$ cat config.mk
export PLATFORM = sky130hd
export DESIGN_NAME = tbu_param
export DESIGN_NICKNAME = d
export VERILOG_FILES = /design/src/rtl/tbu_pkg.sv /design/src/rtl/tbu_bank_mux.sv /design/src/rtl/tbu_param.sv
export SDC_FILE = /design/constraint.sdc
export NUM_CORES = 1
export LEC_CHECK = 0
export BUFFER_PORTS_ARGS = -buffer_cell sky130_fd_sc_hd__buf_2
export CORE_UTILIZATION = 51
export DETAILED_ROUTE_END_ITERATION = 6
export GPL_TIMING_DRIVEN = 0
export PLACE_DENSITY = 0.86
export SLEW_MARGIN = 10
export SYNTH_ARGS = -nofsm -noshare
export SYNTH_HDL_FRONTEND = slang
export SYNTH_SLANG_ARGS = --single-unit
export TNS_END_PERCENT = 1
$ cat constraint.sdc
create_clock -name clk -period 3.25 [get_ports clk]
set_clock_uncertainty 0.2 [all_clocks]
set_input_delay 0.65 -clock clk [delete_from_list [all_inputs] [get_ports clk]]
set_output_delay 0.65 -clock clk [all_outputs]
set_load 0.01 [all_outputs]
$ cat src/rtl/tbu_pkg.sv
// Shared types and elaboration helpers for the Viterbi traceback unit.
// Latency: n/a (types and constant functions only).
// Backpressure: n/a.
package tbu_pkg;

    typedef enum logic [1:0] {
        IDLE   = 2'd0,
        MERGE  = 2'd1,
        DECODE = 2'd2
    } tbu_state_e;

    // Widest state register supported (K = 9).
    localparam int TBU_MAX_M = 8;

    function automatic int tbu_m(input int k);
        return k - 1;
    endfunction

    function automatic int tbu_ns(input int k);
        return 1 << (k - 1);
    endfunction

    function automatic int tbu_cnt_w(input int win_len);
        return $clog2(win_len + 1);
    endfunction

    // Predecessor state: shift the survivor bit in at the LSB, dropping the
    // oldest state bit. Computed at the widest size and masked to m bits.
    function automatic logic [TBU_MAX_M-1:0] tbu_pred(
        input logic [TBU_MAX_M-1:0] state,
        input logic                 b,
        input int                   m
    );
        logic [TBU_MAX_M-1:0] p;
        p = {state[TBU_MAX_M-2:0], b};
        for (int i = 0; i < TBU_MAX_M; i++) begin
            if (i >= m) begin
                p[i] = 1'b0;
            end
        end
        return p;
    endfunction

endpackage

$ cat src/rtl/tbu_bank_mux.sv
// Picks the survivor decision bit of one trellis state from one of two banks.
// Latency: combinational.
// Backpressure: none.
// Ports: sel (bank select), bank0/bank1 (NS decision bits, bit s = state s),
//        idx (state index), bit_o (selected decision bit).
module tbu_bank_mux #(
    parameter int M = 3
) (
    input  logic               sel,
    input  logic [(1<<M)-1:0]  bank0,
    input  logic [(1<<M)-1:0]  bank1,
    input  logic [M-1:0]       idx,
    output logic               bit_o
);

    assign bit_o = sel ? bank1[idx] : bank0[idx];

endmodule

$ cat src/rtl/tbu_param.sv
// Viterbi traceback: walks survivor decisions backwards, discards TB_DEPTH merge steps, emits decoded bits.
// Latency: first wr_en TB_DEPTH+2 cycles after the restart cycle; outputs registered once.
// Backpressure: none; output strobes are fire-and-forget, a restart mid-window aborts with overrun.
// Ports: clk, rst (async active-low), enable, selection (bank select + restart strobe),
//        d_in_0/d_in_1 (decision banks), use_best/best_state (start state),
//        d_o/wr_en (decoded bit + strobe), done (window complete), overrun (window aborted).
module tbu_param
    import tbu_pkg::*;
#(
    parameter int K         = 4,
    parameter int TB_DEPTH  = 4,
    parameter int WIN_LEN   = 8,
    parameter int EDGE_MODE = 0
) (
    input  logic                 clk,
    input  logic                 rst,
    input  logic                 enable,
    input  logic                 selection,
    input  logic [tbu_ns(K)-1:0] d_in_0,
    input  logic [tbu_ns(K)-1:0] d_in_1,
    input  logic                 use_best,
    input  logic [tbu_m(K)-1:0]  best_state,
    output logic                 d_o,
    output logic                 wr_en,
    output logic                 done,
    output logic                 overrun
);

    localparam int M  = tbu_m(K);
    localparam int CW = tbu_cnt_w(WIN_LEN);

    localparam logic [CW-1:0] CNT_ONE        = CW'(1);
    localparam logic [CW-1:0] CNT_MERGE_LAST = CW'(TB_DEPTH - 1);
    localparam logic [CW-1:0] CNT_WIN_LAST   = CW'(WIN_LEN - 1);

    tbu_state_e      state_q, state_d;
    logic [M-1:0]    pstate_q, pstate_d;
    logic [CW-1:0]   cnt_q, cnt_d;
    logic            sel_q;

    logic            d_o_q, wr_en_q, done_q, overrun_q;
    logic            d_o_reg, wr_en_reg, done_reg, overrun_reg;

    logic            dec_bit;
    logic            sel_edge;
    logic            restart;
    logic [M-1:0]    pred_state;

    tbu_bank_mux #(
        .M (M)
    ) u_bank_mux (
        .sel   (selection),
        .bank0 (d_in_0),
        .bank1 (d_in_1),
        .idx   (pstate_q),
        .bit_o (dec_bit)
    );

    // Mode 0 restarts only on a falling selection edge; mode 1 on either edge.
    assign sel_edge   = (EDGE_MODE != 0) ? (sel_q != selection) : (sel_q & ~selection);
    assign restart    = enable & sel_edge;
    assign pred_state = M'(tbu_pred(TBU_MAX_M'(pstate_q), dec_bit, M));

    always_comb begin
        state_d     = state_q;
        pstate_d    = pstate_q;
        cnt_d       = cnt_q;
        d_o_reg     = 1'b0;
        wr_en_reg   = 1'b0;
        done_reg    = 1'b0;
        overrun_reg = 1'b0;

        if (!enable) begin
            state_d  = IDLE;
            pstate_d = '0;
            cnt_d    = '0;
        end else if (restart) begin
            state_d     = MERGE;
            pstate_d    = use_best ? best_state : '0;
            cnt_d       = '0;
            // Any window still in flight is abandoned.
            overrun_reg = (state_q != IDLE);
        end else begin
            unique case (state_q)
                MERGE: begin
                    pstate_d = pred_state;
                    cnt_d    = cnt_q + CNT_ONE;
                    if (cnt_q == CNT_MERGE_LAST) begin
                        state_d = DECODE;
                    end
                end
                DECODE: begin
                    // Decoded bit is the MSB of the state before stepping back.
                    wr_en_reg = 1'b1;
                    d_o_reg   = pstate_q[M-1];
                    pstate_d  = pred_state;
                    cnt_d     = cnt_q + CNT_ONE;
                    if (cnt_q == CNT_WIN_LAST) begin
                        done_reg = 1'b1;
                        state_d  = IDLE;
                    end
                end
                default: begin
                end
            endcase
        end
    end

    always_ff @(posedge clk or negedge rst) begin
        if (!rst) begin
            state_q   <= IDLE;
            pstate_q  <= '0;
            cnt_q     <= '0;
            sel_q     <= 1'b0;
            d_o_q     <= 1'b0;
            wr_en_q   <= 1'b0;
            done_q    <= 1'b0;
            overrun_q <= 1'b0;
        end else begin
            state_q   <= state_d;
            pstate_q  <= pstate_d;
            cnt_q     <= cnt_d;
            sel_q     <= selection;
            d_o_q     <= d_o_reg;
            wr_en_q   <= wr_en_reg;
            done_q    <= done_reg;
            overrun_q <= overrun_reg;
        end
    end

    assign d_o     = d_o_q;
    assign wr_en   = wr_en_q;
    assign done    = done_q;
    assign overrun = overrun_q;

endmodule

==> qor.txt, run 1 <==
outcome: complete, no violations
DR iter-0 viols: 9
Tcrit/Tclk final: 56.8%
starting density of the core: 55.5%
initial antenna violation count: 0
vias in the first global route: 714
FF-to-FF setup slack: 1.40 ns
Root Buffer: clkbuf_4
site row count: 14
Total Wirelength: 1.59 mm
Synth Cell Area: 846 sq um
postcts setup bufs: 0
Pleak: 0.000535 uW
synthesized flop and latch total: 14
Detail Placement HPWL: 1.29 mm
synthesized area per cell: 10.7 sq um
min Tclk post-route: 1.85 ns
Most flops, register: cnt_q
Total Routing Usage GR: 20.8%
clk_lat worst skew: 0.28 ns
worst setup margin: 1.40 ns
crit end category: flip-flop
largest net degree at the start of global routing: 15
CP Capture Point: state_q[0]$_DFFE_PN0P_
layout cell share with drive strength beyond 1: 34.5%
FF-to-FF Start: state_q[0]$_DFFE_PN0P_
CP peak stage delay: 0.37 ns
DRT Pass-1 Iters: 4
Die Wd: 42.7 microns
n_diodes: 0
Layout Nets: 139
top cell type's share of synthesized area: 41.4%
H-tree levels: 1
DRC viols: 0
Post-Place Setup Slack: 1.35 ns
Synth Instances: 79
IO Port Bufs: 27
die area: 1830 sq um
max_slew headroom: 79.5%
aggregate global routing overflow: 0
critical path arrival: 1.81 ns
setup TNS: 0 ns
core box area: 1520 sq um
post-synthesis sequential area ratio: 41.4%
CTS clk-pin slew, worst paths: 0.08 ns
first-pass GRT wire length: 2.86 mm
unrepaired setup endpoints after global routing: no
Final Cell Area: 1040 sq um
Comb power frac: 31.6%
post_cts resized: 0
Sequential Power Share: 43.2%
worst slew pin tran: 0.308 ns
Setup Crit Path Kind: flip-flop to flip-flop
worst hold path class: input pin to asynchronous set/reset pin
reg2reg end: state_q[0]$_DFFE_PN0P_
CTS max path bufs: 2
ys flop type: dfrtp_1
top cell type by total area after synthesis: dfrtp_1
Clock Sinks: 14
Max-Cap Viols: 0
die outline height: 42.7 microns
Sw Ratio: 29.1%
P_int: 340 uW
cts hold-fix bufs: 0
syn nets: 107
Post-synth EDFFs: 0
Placed Instance Area: 1000 sq um
num ports: 28
area delta synth->final: 22.6%
Num CTS Buffers: 3
Crit path required time: 3.22 ns
worst-path fanout max: 4
Ys Warns: 0
Worst VDD drop: 265 uV
Synth area leaders: dfrtp_1 41%, mux2i_1 9.5%, ha_1 5.9%
TritonCTS clock tree: yes
CP Launch Point: state_q[0]$_DFFE_PN0P_
Via Count: 684
DRT antenna net count: 0
R2R depth: 6
synth unique cells: 33
Final Hold Fails: 0
wire per inst: 12.7 microns
Sw Pwr: 140 uW
Clock power frac: 25.2%
fin util: 68.1%
Largest register FFs: 4
Final GP Congestion: 0.748
slowest CP cell: dfrtp_1
Max Freq: 542 MHz
Max Slew Vio Count: 0
Worst Setup Start Kind: flip-flop
# setup viols final: 0
P per Cell Area: 463 nW/um^2
ys async rst share: 100%
Regs by FF count: cnt_q: 4 flops, pstate_q: 3 flops, state_q: 2 flops
Cell Chain, Critical Path: inv_1 -> ha_1 -> mux2_1 -> o32ai_1 -> a21oi_1 -> a21o_1
Avg Vias per Cell: 5.43
==> power groups by stage <==
stage | Sequential (uW) | Clock [uW] | Combinational [uW]
finish | 207 | 121 | 152
global route | 210 | 133 | 172
CTS | 207 | 127 | 153
detailed placement | 210 | 0 | 153
global placement | 209 | 0 | 148
floorplan | 207 | 0 | 115
==> cells by family after synthesis <==
group / share of synthesized area (%)
simple gates: 18.0
mux: 13.5
fa+ha+maj: 5.92
compound gates: 11.2
flops: 41.4
xor+xnor: 3.11
buf+inv: 6.81
==> worst max-delay path: cells and delay by family, from the launching register on <==
family          cells  cell delay, ns
compound gates      3            0.57
fa+ha+maj           1            0.23
buf+inv             1            0.07
flops               1            0.37
mux                 1            0.30
==> how the worst min path moves through the flow <==
stage                           startpoint                     end  depth (start not counted)
floorplan                              rst    cnt_q[0]$_DFFE_PN0P_                          0
global placement    state_q[0]$_DFFE_PN0P_  state_q[0]$_DFFE_PN0P_                          1
detailed placement  state_q[0]$_DFFE_PN0P_  state_q[0]$_DFFE_PN0P_                          1
CTS                                    rst          done$_DFF_PN0_                          1
global route                           rst    cnt_q[2]$_DFFE_PN0P_                          1
finish                                 rst          done$_DFF_PN0_                          1
==> area by class of cell <==
cell class,instances,area [sq um]
fillers,118,487
inverters,5,18.8
repair buffers,27,135
flip-flops and latches,14,350
multi-input cells,57,438
well taps,16,20.0
plain buffers,3,38.8
clock buffers,4,36.3
==> synthesized netlist by cell type, types with 2 or more instances <==
library cell	count
clkbuf_8	2
o31a_1	2
a21oi_1	2
o21ai_1	2
nor2_1	6
nand2_1	4
xor2_1	2
dfrtp_1	14
mux2i_1	8
nor2b_1	2
nand3_1	4
nand3b_1	2
nand2b_1	2
inv_1	5
ha_1	4
==> per-stage QoR <==
stage          power (uW)  hold slack (ns)  std cells
3_3_place_gp          357            0.300        122
2_1_floorplan         322            0.154         79
4_1_cts               487           0.0430        126
5_1_grt               515           0.0538        126
6_report              480           0.0419        126
3_5_place_dp          364            0.303        122
==> metal layers <==
layer	up-vias	global-route usage [%]	share of wire [%]
met5	-	0	0
met4	0	4.38	0.63
met3	2	8.94	5.6
met1	321	23.5	41
met2	21	36.1	53
li1	340	-	-
==> layout by cell type, fill, tap and decap left out, drive strengths merged, types with 2 or more instances in the layout <==
cell / count
ha: 4
nand3: 4
and2b: 2
nand2: 4
o21ai: 3
inv: 5
o31a: 2
nand2b: 2
nor2: 6
nand3b: 2
a21oi: 2
buf: 28
nor2b: 2
dfrtp: 14
clkbuf: 6
xor2: 2
mux2i: 8
Note: power is estimated with default switching activity, not from simulation.
==> inputs of run 2 (changes only) <==
--- a/config.mk
+++ b/config.mk
@@ -5,11 +5,12 @@
 export SDC_FILE = /design/constraint.sdc
 export NUM_CORES = 1
 export LEC_CHECK = 0
+export ABC_AREA = 1
 export BUFFER_PORTS_ARGS = -buffer_cell sky130_fd_sc_hd__buf_2
-export CORE_UTILIZATION = 51
+export CORE_UTILIZATION = 49
 export DETAILED_ROUTE_END_ITERATION = 6
 export GPL_TIMING_DRIVEN = 0
-export PLACE_DENSITY = 0.86
+export PLACE_DENSITY = 0.82
 export SLEW_MARGIN = 10
 export SYNTH_ARGS = -nofsm -noshare
 export SYNTH_HDL_FRONTEND = slang
==> constraint.sdc (replaced) <==
create_clock -name clk -period 1.9 [get_ports clk]
set_clock_uncertainty 0.2 [all_clocks]
set_input_delay 0.38 -clock clk [delete_from_list [all_inputs] [get_ports clk]]
set_output_delay 0.38 -clock clk [all_outputs]
set_load 0.01 [all_outputs]
==> run 2 against run 1 <==
  * Combinational power rose to 2.9 times the previous value
  * Register-to-register slack lost 1.3 ns
  * Power is 120% higher
  * Cell count rose by 44%
  * Non-clock buffer count unchanged
  * Global-route usage up 0.34 points
  * Sequential power grew 92%
  * First-iteration DRC count is 140% higher
  * Via count is 30% higher
  * Area after synthesis increased by 6.2%
  * Critical path type unchanged
  * Largest cell class unchanged
==> qor.txt, run 2 <==
ys async rst share: 100% (unchanged)
fillcell total: 172 (was 118)
min Tclk post-route: 1.75 ns (was 1.85 ns)
core box area: 1730 sq um (was 1520 sq um)
largest net degree at the start of global routing: 15 (unchanged)
Clock Sinks: 14 (unchanged)
initial antenna violation count: 0 (unchanged)
Die Wd: 44.8 microns (was 42.7 microns)
Worst VDD drop: 545 uV (was 265 uV)
Post-synth EDFFs: 0 (unchanged)
worst-path fanout max: 8 (was 4)
die outline height: 44.8 microns (was 42.7 microns)
most common cell in the synthesized netlist: nand2_1 (was dfrtp_1)
P_int: 643 uW (was 340 uW)
TritonCTS clock tree: yes (unchanged)
Clock power frac: 20.2% (was 25.2%)
most frequent cells in the layout: 34 x nand2_1, 27 x buf_2, 25 x inv_1 (was 27 x buf_2, 14 x dfrtp_1, 8 x mux2i_1)
worst hold path class: input pin to flip-flop (was input pin to asynchronous set/reset pin)
post-synthesis sequential area ratio: 39.0% (was 41.4%)
mux contribution to synthesized area: 0% (was 13.5%)
num ports: 28 (unchanged)
CTS clk-pin slew, worst paths: 0.08 ns (about the same)
first-pass GRT wire length: 3.04 mm (was 2.86 mm)
H-tree levels: 1 (unchanged)
P per Cell Area: 940 nW/um^2 (was 463 nW/um^2)
WHS Path Cells: 1
total power: 1040 uW (was 480 uW)
crit end category: flip-flop (unchanged)
site row count: 15 (was 14)
ys flop type: dfrtp_1 (unchanged)
outcome: complete, no violations (unchanged)
Avg Vias per Cell: 4.93 (was 5.43)
vias in the first global route: 785 (was 714)
R2R depth: 7 (was 6)
Largest register FFs: 4 (unchanged)
Ys Warns: 0 (unchanged)
Pleak: 0.000658 uW (was 0.000535 uW)
Synth Area in Compound Gates: 8.22% (was 11.2%)
wire per inst: 9.78 microns (was 12.7 microns)
Layout Nets: 185 (was 139)
synthesized area per cell: 7.24 sq um (was 10.7 sq um)
Tcrit/Tclk final: 92.3% (was 56.8%)
Post-Synth XOR/XNOR Area: 0% (was 3.11%)
IO Port Bufs: 27 (unchanged)
Finished Layout Cells: 181 (was 126)
Sequential Power Share: 38.0% (was 43.2%)
area delta synth->final: 23.7% (was 22.6%)
Worst Setup Start Kind: flip-flop (unchanged)
DR iter-0 viols: 22 (was 9)
Comb power frac: 41.8% (was 31.6%)
commonest non-fill, non-tap cell in the layout: nand2_1 (was buf_2)
cts hold-fix bufs: 1 (was 0)
top cell type's share of synthesized area: 39.0% (was 41.4%)
setup TNS: 0 ns (unchanged)
post-synthesis simple-gate area fraction: 32.9% (was 18.0%)
unrepaired setup endpoints after global routing: no (unchanged)
Total Routing Usage GR: 21.1% (was 20.8%)
area of the multi-input gates: 419 sq um (was 438 sq um)
die area: 2010 sq um (was 1830 sq um)
syn nets: 152 (was 107)
aggregate global routing overflow: 0 (unchanged)
Placed Cells: 176 (was 122)
Num CTS Buffers: 3 (unchanged)
FF/Latch Area: 350 sq um (unchanged)
Max Slew Vio Count: 0 (unchanged)
top cell type by total area after synthesis: dfrtp_1 (unchanged)
clk_lat worst skew: 0.28 ns (about the same)
Post-synth top cells: 34 x nand2_1, 25 x inv_1, 16 x nand3_1 (was 14 x dfrtp_1, 8 x mux2i_1, 6 x nor2_1)
synth unique cells: 18 (was 33)
Synth Cell Area: 898 sq um (was 846 sq um)
post_cts resized: 0 (unchanged)
Post-Synth Adder-Cell Area: 5.57% (was 5.92%)
Total Wirelength: 1.77 mm (was 1.59 mm)
starting density of the core: 52.0% (was 55.5%)
postcts setup bufs: 0 (unchanged)
Detail Placement HPWL: 1.41 mm (was 1.29 mm)
n_diodes: 0 (unchanged)
# setup viols final: 0 (unchanged)
Most flops, register: cnt_q (unchanged)
Regs by FF count: cnt_q: 4 flops, pstate_q: 3 flops, state_q: 2 flops (unchanged)
largest family of logic cells by synthesized area: simple AND/OR/NAND/NOR gates (unchanged)
critical path arrival: 1.75 ns (was 1.81 ns)
Sw Ratio: 38.4% (was 29.1%)
DRC viols: 0 (unchanged)
max_slew headroom: 79.3% (was 79.5%)
CTS max path bufs: 2 (unchanged)
Synth area leaders: dfrtp_1 39%, nand2_1 14%, inv_1 10% (was dfrtp_1 41%, mux2i_1 9.5%, ha_1 5.9%)
layout cell share with drive strength beyond 1: 26.9% (was 34.5%)
Via Count: 892 (was 684)
Max Freq: 570 MHz (was 542 MHz)
Synth Instances: 124 (was 79)
Final Hold Fails: 0 (unchanged)
Max-Cap Viols: 0 (unchanged)
Root Buffer: clkbuf_4 (unchanged)
Crit path required time: 1.89 ns (was 3.22 ns)
Final GP Congestion: 0.735 (was 0.748)
synthesized flop and latch total: 14 (unchanged)
Setup Crit Path Kind: flip-flop to flip-flop (unchanged)
DRT antenna net count: 0 (unchanged)
DRT Pass-1 Iters: 4 (unchanged)
worst slew pin tran: 0.311 ns (was 0.308 ns)
Sw Pwr: 401 uW (was 140 uW)
[run 2: critical path: stages, from the launching register on]
cell and delay (ns):
dfrtp_1 0.38, inv_1 0.08, ha_1 0.39, nor2_2 0.31, nor2_2 0.08, o21ai_2 0.09, nand2_1 0.08, o31ai_2 0.06
[run 2: final cells by class]
cell class,instances,share of cell area (%)
Sequential cell,14,31.5
Buffer,2,2.03
Tap cell,25,2.82
Clock buffer,4,3.27
Inverter,27,9.57
Multi-Input combinational cell,81,37.7
Timing Repair Buffer,28,13.1
[run 2: metal layers]
| layer | GRT usage, % | vias up | routed length [microns] |
|---|---|---|---|
| li1 | - | 450 | - |
| met1 | 23.9 | 408 | 802 |
| met2 | 37.4 | 30 | 860 |
| met3 | 8.40 | 4 | 95 |
| met4 | 4.85 | 0 | 11 |
| met5 | 0 | - | 0 |
[run 2: logic make-up (layout without fill, tap and decap cells)]
logic type	after synthesis	after routing
AND/OR/NAND/NOR	65	65
flip-flops	14	14
buffers and inverters	29	61
adder cells (fa/ha/maj)	4	4
AO/OA/AOI/OAI	12	12
[run 2: power groups by stage]
stage,combinational (uW),clock [uW],sequential [uW]
final,437,210,397
after global routing,499,233,403
after floorplan,332,0,393
after detailed placement,435,0,402
after CTS,439,217,396
after global placement,422,0,396
[run 2: metrics by stage]
step                      util, %  cell area [sq um]  hold slack (ns)  setup WS (ns)
final                        64.3               1110           0.0468          0.146
after detailed placement     61.7               1060           0.0876          0.163
after CTS                    64.3               1110           0.0341          0.148
after global placement       61.7               1060           0.0866          0.209
after floorplan                 -                898           -0.116          0.344
after global routing         64.3               1110           0.0274         0.0352
[run 2: worst paths after layout]
check                                        start                       to  slack, ns
setup / recovery            state_q[0]$_DFFE_PN0P_   state_q[1]$_DFFE_PN0P_       0.15
hold / removal                           selection          sel_q$_DFF_PN0_       0.05
setup reg to reg            state_q[0]$_DFFE_PN0P_   state_q[1]$_DFFE_PN0P_       0.15
hold reg to reg            pstate_q[2]$_DFFE_PN0P_            d_o$_DFF_PN0_       0.32
max in group asynchronous                      rst  pstate_q[2]$_DFFE_PN0P_       0.95
min in group asynchronous                      rst     cnt_q[2]$_DFFE_PN0P_       0.31
==> inputs of run 3 (changes only) <==
--- a/config.mk
+++ b/config.mk
@@ -7,9 +7,9 @@
 export LEC_CHECK = 0
 export ABC_AREA = 1
 export BUFFER_PORTS_ARGS = -buffer_cell sky130_fd_sc_hd__buf_2
+export CORE_MARGIN = 3
 export CORE_UTILIZATION = 49
 export DETAILED_ROUTE_END_ITERATION = 6
-export GPL_TIMING_DRIVEN = 0
 export PLACE_DENSITY = 0.82
 export SLEW_MARGIN = 10
 export SYNTH_ARGS = -nofsm -noshare
==> run 3 against run 2 <==
  * Routed wire length rose by 2.9%
  * Sequential share of layout area rose by 0.69 points
  * Sequential cell count did not move
  * Cell count fell by 1.7%
  * Largest cell class unchanged
==> qor.txt, run 3 (synthesized netlist as in run 2, its figures left out) <==
P_int: 623 uW (was 643 uW)
outcome: complete, no violations (unchanged)
Sw Ratio: 39.1% (was 38.4%)
crit end category: flip-flop (unchanged)
Hold Crit Endpoint: sel_q$_DFF_PN0_ (unchanged)
FF-to-FF Start: state_q[0]$_DFFE_PN0P_ (unchanged)
Clock power frac: 20.8% (was 20.2%)
Worst Setup Start Kind: flip-flop (unchanged)
die outline height: 48.8 microns (was 44.8 microns)
Max-Cap Viols: 0 (unchanged)
most frequent cells in the layout: 34 x nand2_1, 27 x buf_2, 25 x inv_1 (unchanged)
setup TNS: 0 ns (unchanged)
Clock Sinks: 14 (unchanged)
area delta synth->final: 21.0% (was 23.7%)
Max Slew Vio Count: 0 (unchanged)
Final Hold Fails: 0 (unchanged)
R2R depth: 7 (unchanged)
DRC viols: 0 (unchanged)
CTS clk-pin slew, worst paths: 0.09 ns (was 0.08 ns)
vias in the first global route: 761 (was 785)
worst hold path class: input pin to flip-flop (unchanged)
first-pass GRT wire length: 3.08 mm (was 3.04 mm)
Worst VDD drop: 625 uV (was 545 uV)
TritonCTS clock tree: yes (unchanged)
Hold Worst Slack: 0.0428 ns (was 0.0468 ns)
layout cell share with drive strength beyond 1: 26.0% (was 26.9%)
Worst Hold Launch: selection (unchanged)
fillcell total: 146 (was 172)
max_slew headroom: 70.9% (was 79.3%)
Max Freq: 582 MHz (was 570 MHz)
CTS max path bufs: 2 (unchanged)
min Tclk post-route: 1.72 ns (was 1.75 ns)
largest net degree at the start of global routing: 15 (unchanged)
FF-to-FF setup slack: 0.18 ns (was 0.15 ns)
site row count: 14 (was 15)
Sequential Power Share: 41.5% (was 38.0%)
Pleak: 0.000646 uW (was 0.000658 uW)
postcts setup bufs: 0 (unchanged)
Tcrit/Tclk final: 90.4% (was 92.3%)
DR iter-0 viols: 10 (was 22)
# setup viols final: 0 (unchanged)
Final GP Congestion: 0.830 (was 0.735)
worst-path fanout max: 8 (unchanged)
Most flops, register: cnt_q (unchanged)
num ports: 28 (unchanged)
P per Cell Area: 940 nW/um^2 (about the same)
starting density of the core: 55.7% (was 52.0%)
Total Routing Usage GR: 16.1% (was 21.1%)
Largest register FFs: 4 (unchanged)
post_cts resized: 0 (unchanged)
H-tree levels: 1 (unchanged)
clk_lat worst skew: 0.28 ns (about the same)
unrepaired setup endpoints after global routing: no (unchanged)
Sw Pwr: 400 uW (was 401 uW)
critical path arrival: 1.71 ns (was 1.75 ns)
Crit path required time: 1.89 ns (about the same)
Setup Crit Path Kind: flip-flop to flip-flop (unchanged)
Layout Nets: 183 (was 185)
Root Buffer: clkbuf_4 (unchanged)
reg2reg end: state_q[1]$_DFFE_PN0P_ (unchanged)
DRT antenna net count: 0 (unchanged)
n_diodes: 0 (unchanged)
wire per inst: 10.2 microns (was 9.78 microns)
Num CTS Buffers: 3 (unchanged)
commonest non-fill, non-tap cell in the layout: nand2_1 (unchanged)
Total Wirelength: 1.82 mm (was 1.77 mm)
Avg Vias per Cell: 4.84 (was 4.93)
Regs by FF count: cnt_q: 4 flops, pstate_q: 3 flops, state_q: 2 flops (unchanged)
IO Port Bufs: 27 (unchanged)
aggregate global routing overflow: 0 (unchanged)
die area: 2380 sq um (was 2010 sq um)
initial antenna violation count: 0 (unchanged)
worst slew pin tran: 0.437 ns (was 0.311 ns)
DRT Pass-1 Iters: 4 (unchanged)
Comb power frac: 37.6% (was 41.8%)
Die Wd: 48.8 microns (was 44.8 microns)
core box area: 1610 sq um (was 1730 sq um)
cts hold-fix bufs: 1 (unchanged)
Detail Placement HPWL: 1.47 mm (was 1.41 mm)
WHS Path Cells: 1 (unchanged)
Via Count: 861 (was 892)
-- run 3: cell types whose count changed in the layout (fill, tap and decap cells not counted), sizes merged --
cell,previous run,this run
buf,29,27
-- run 3: worst max-delay path: stages, from the launching register on --
cell and delay [ns]:
dfrtp_1 0.38, inv_1 0.07, ha_1 0.37, nor2_2 0.30, nor2_2 0.08, o21ai_2 0.09
nand2_1 0.09, o31ai_2 0.06
-- run 3: cell type report --
cell class                 instances  area, sq um  share of cell area, %
clock buffer                       4         36.3                   3.34
multi-input combinational         81          419                   38.6
sequential                        14          350                   32.2
timing repair buffer              28          145                   13.3
tap                               24         30.0                   2.76
inverter                          27          106                   9.78
-- run 3: worst max path at each step --
| stage | from | end | slack [ns] | depth (start not counted) |
|---|---|---|---|---|
| CTS | state_q[0]$_DFFE_PN0P_ | state_q[1]$_DFFE_PN0P_ | 0.18 | 7 |
| finish | state_q[0]$_DFFE_PN0P_ | state_q[1]$_DFFE_PN0P_ | 0.18 | 7 |
| floorplan | state_q[0]$_DFFE_PN0P_ | state_q[1]$_DFFE_PN0P_ | 0.34 | 7 |
| global placement | state_q[0]$_DFFE_PN0P_ | state_q[1]$_DFFE_PN0P_ | 0.28 | 7 |
| detailed placement | state_q[0]$_DFFE_PN0P_ | state_q[1]$_DFFE_PN0P_ | 0.20 | 7 |
| global route | state_q[0]$_DFFE_PN0P_ | state_q[1]$_DFFE_PN0P_ | 0.08 | 7 |
-- run 3: per-stage QoR --
step | power (uW) | worst slack, ns | utilization, % | instance area (sq um) | std cells
floorplan | 725 | 0.344 | - | 898 | 124
global placement | 798 | 0.276 | 64.6 | 1040 | 173
detailed placement | 816 | 0.200 | 64.6 | 1040 | 173
CTS | 1030 | 0.182 | 67.5 | 1090 | 178
global route | 1110 | 0.0814 | 67.5 | 1090 | 178
finish | 1020 | 0.182 | 67.5 | 1090 | 178
-- run 3: power by group through the flow --
stage / Sequential, uW / Clock, uW / Combinational (uW)
6_report: 425 / 213 / 385
5_1_grt: 435 / 235 / 441
4_1_cts: 425 / 218 / 388
3_5_place_dp: 431 / 0 / 385
3_3_place_gp: 425 / 0 / 373
2_1_floorplan: 393 / 0 / 332
-- run 3: routing by layer --
metal  share of wire, %  up-vias  GRT usage, %  wire length, microns
met1                 44      394          20.8                   807
met2                 48       21          25.8                   874
li1                   -      444             -                     -
met3                6.9        2          4.89                   126
met5                  0        -             0                     0
met4               0.77        0          4.74                    14
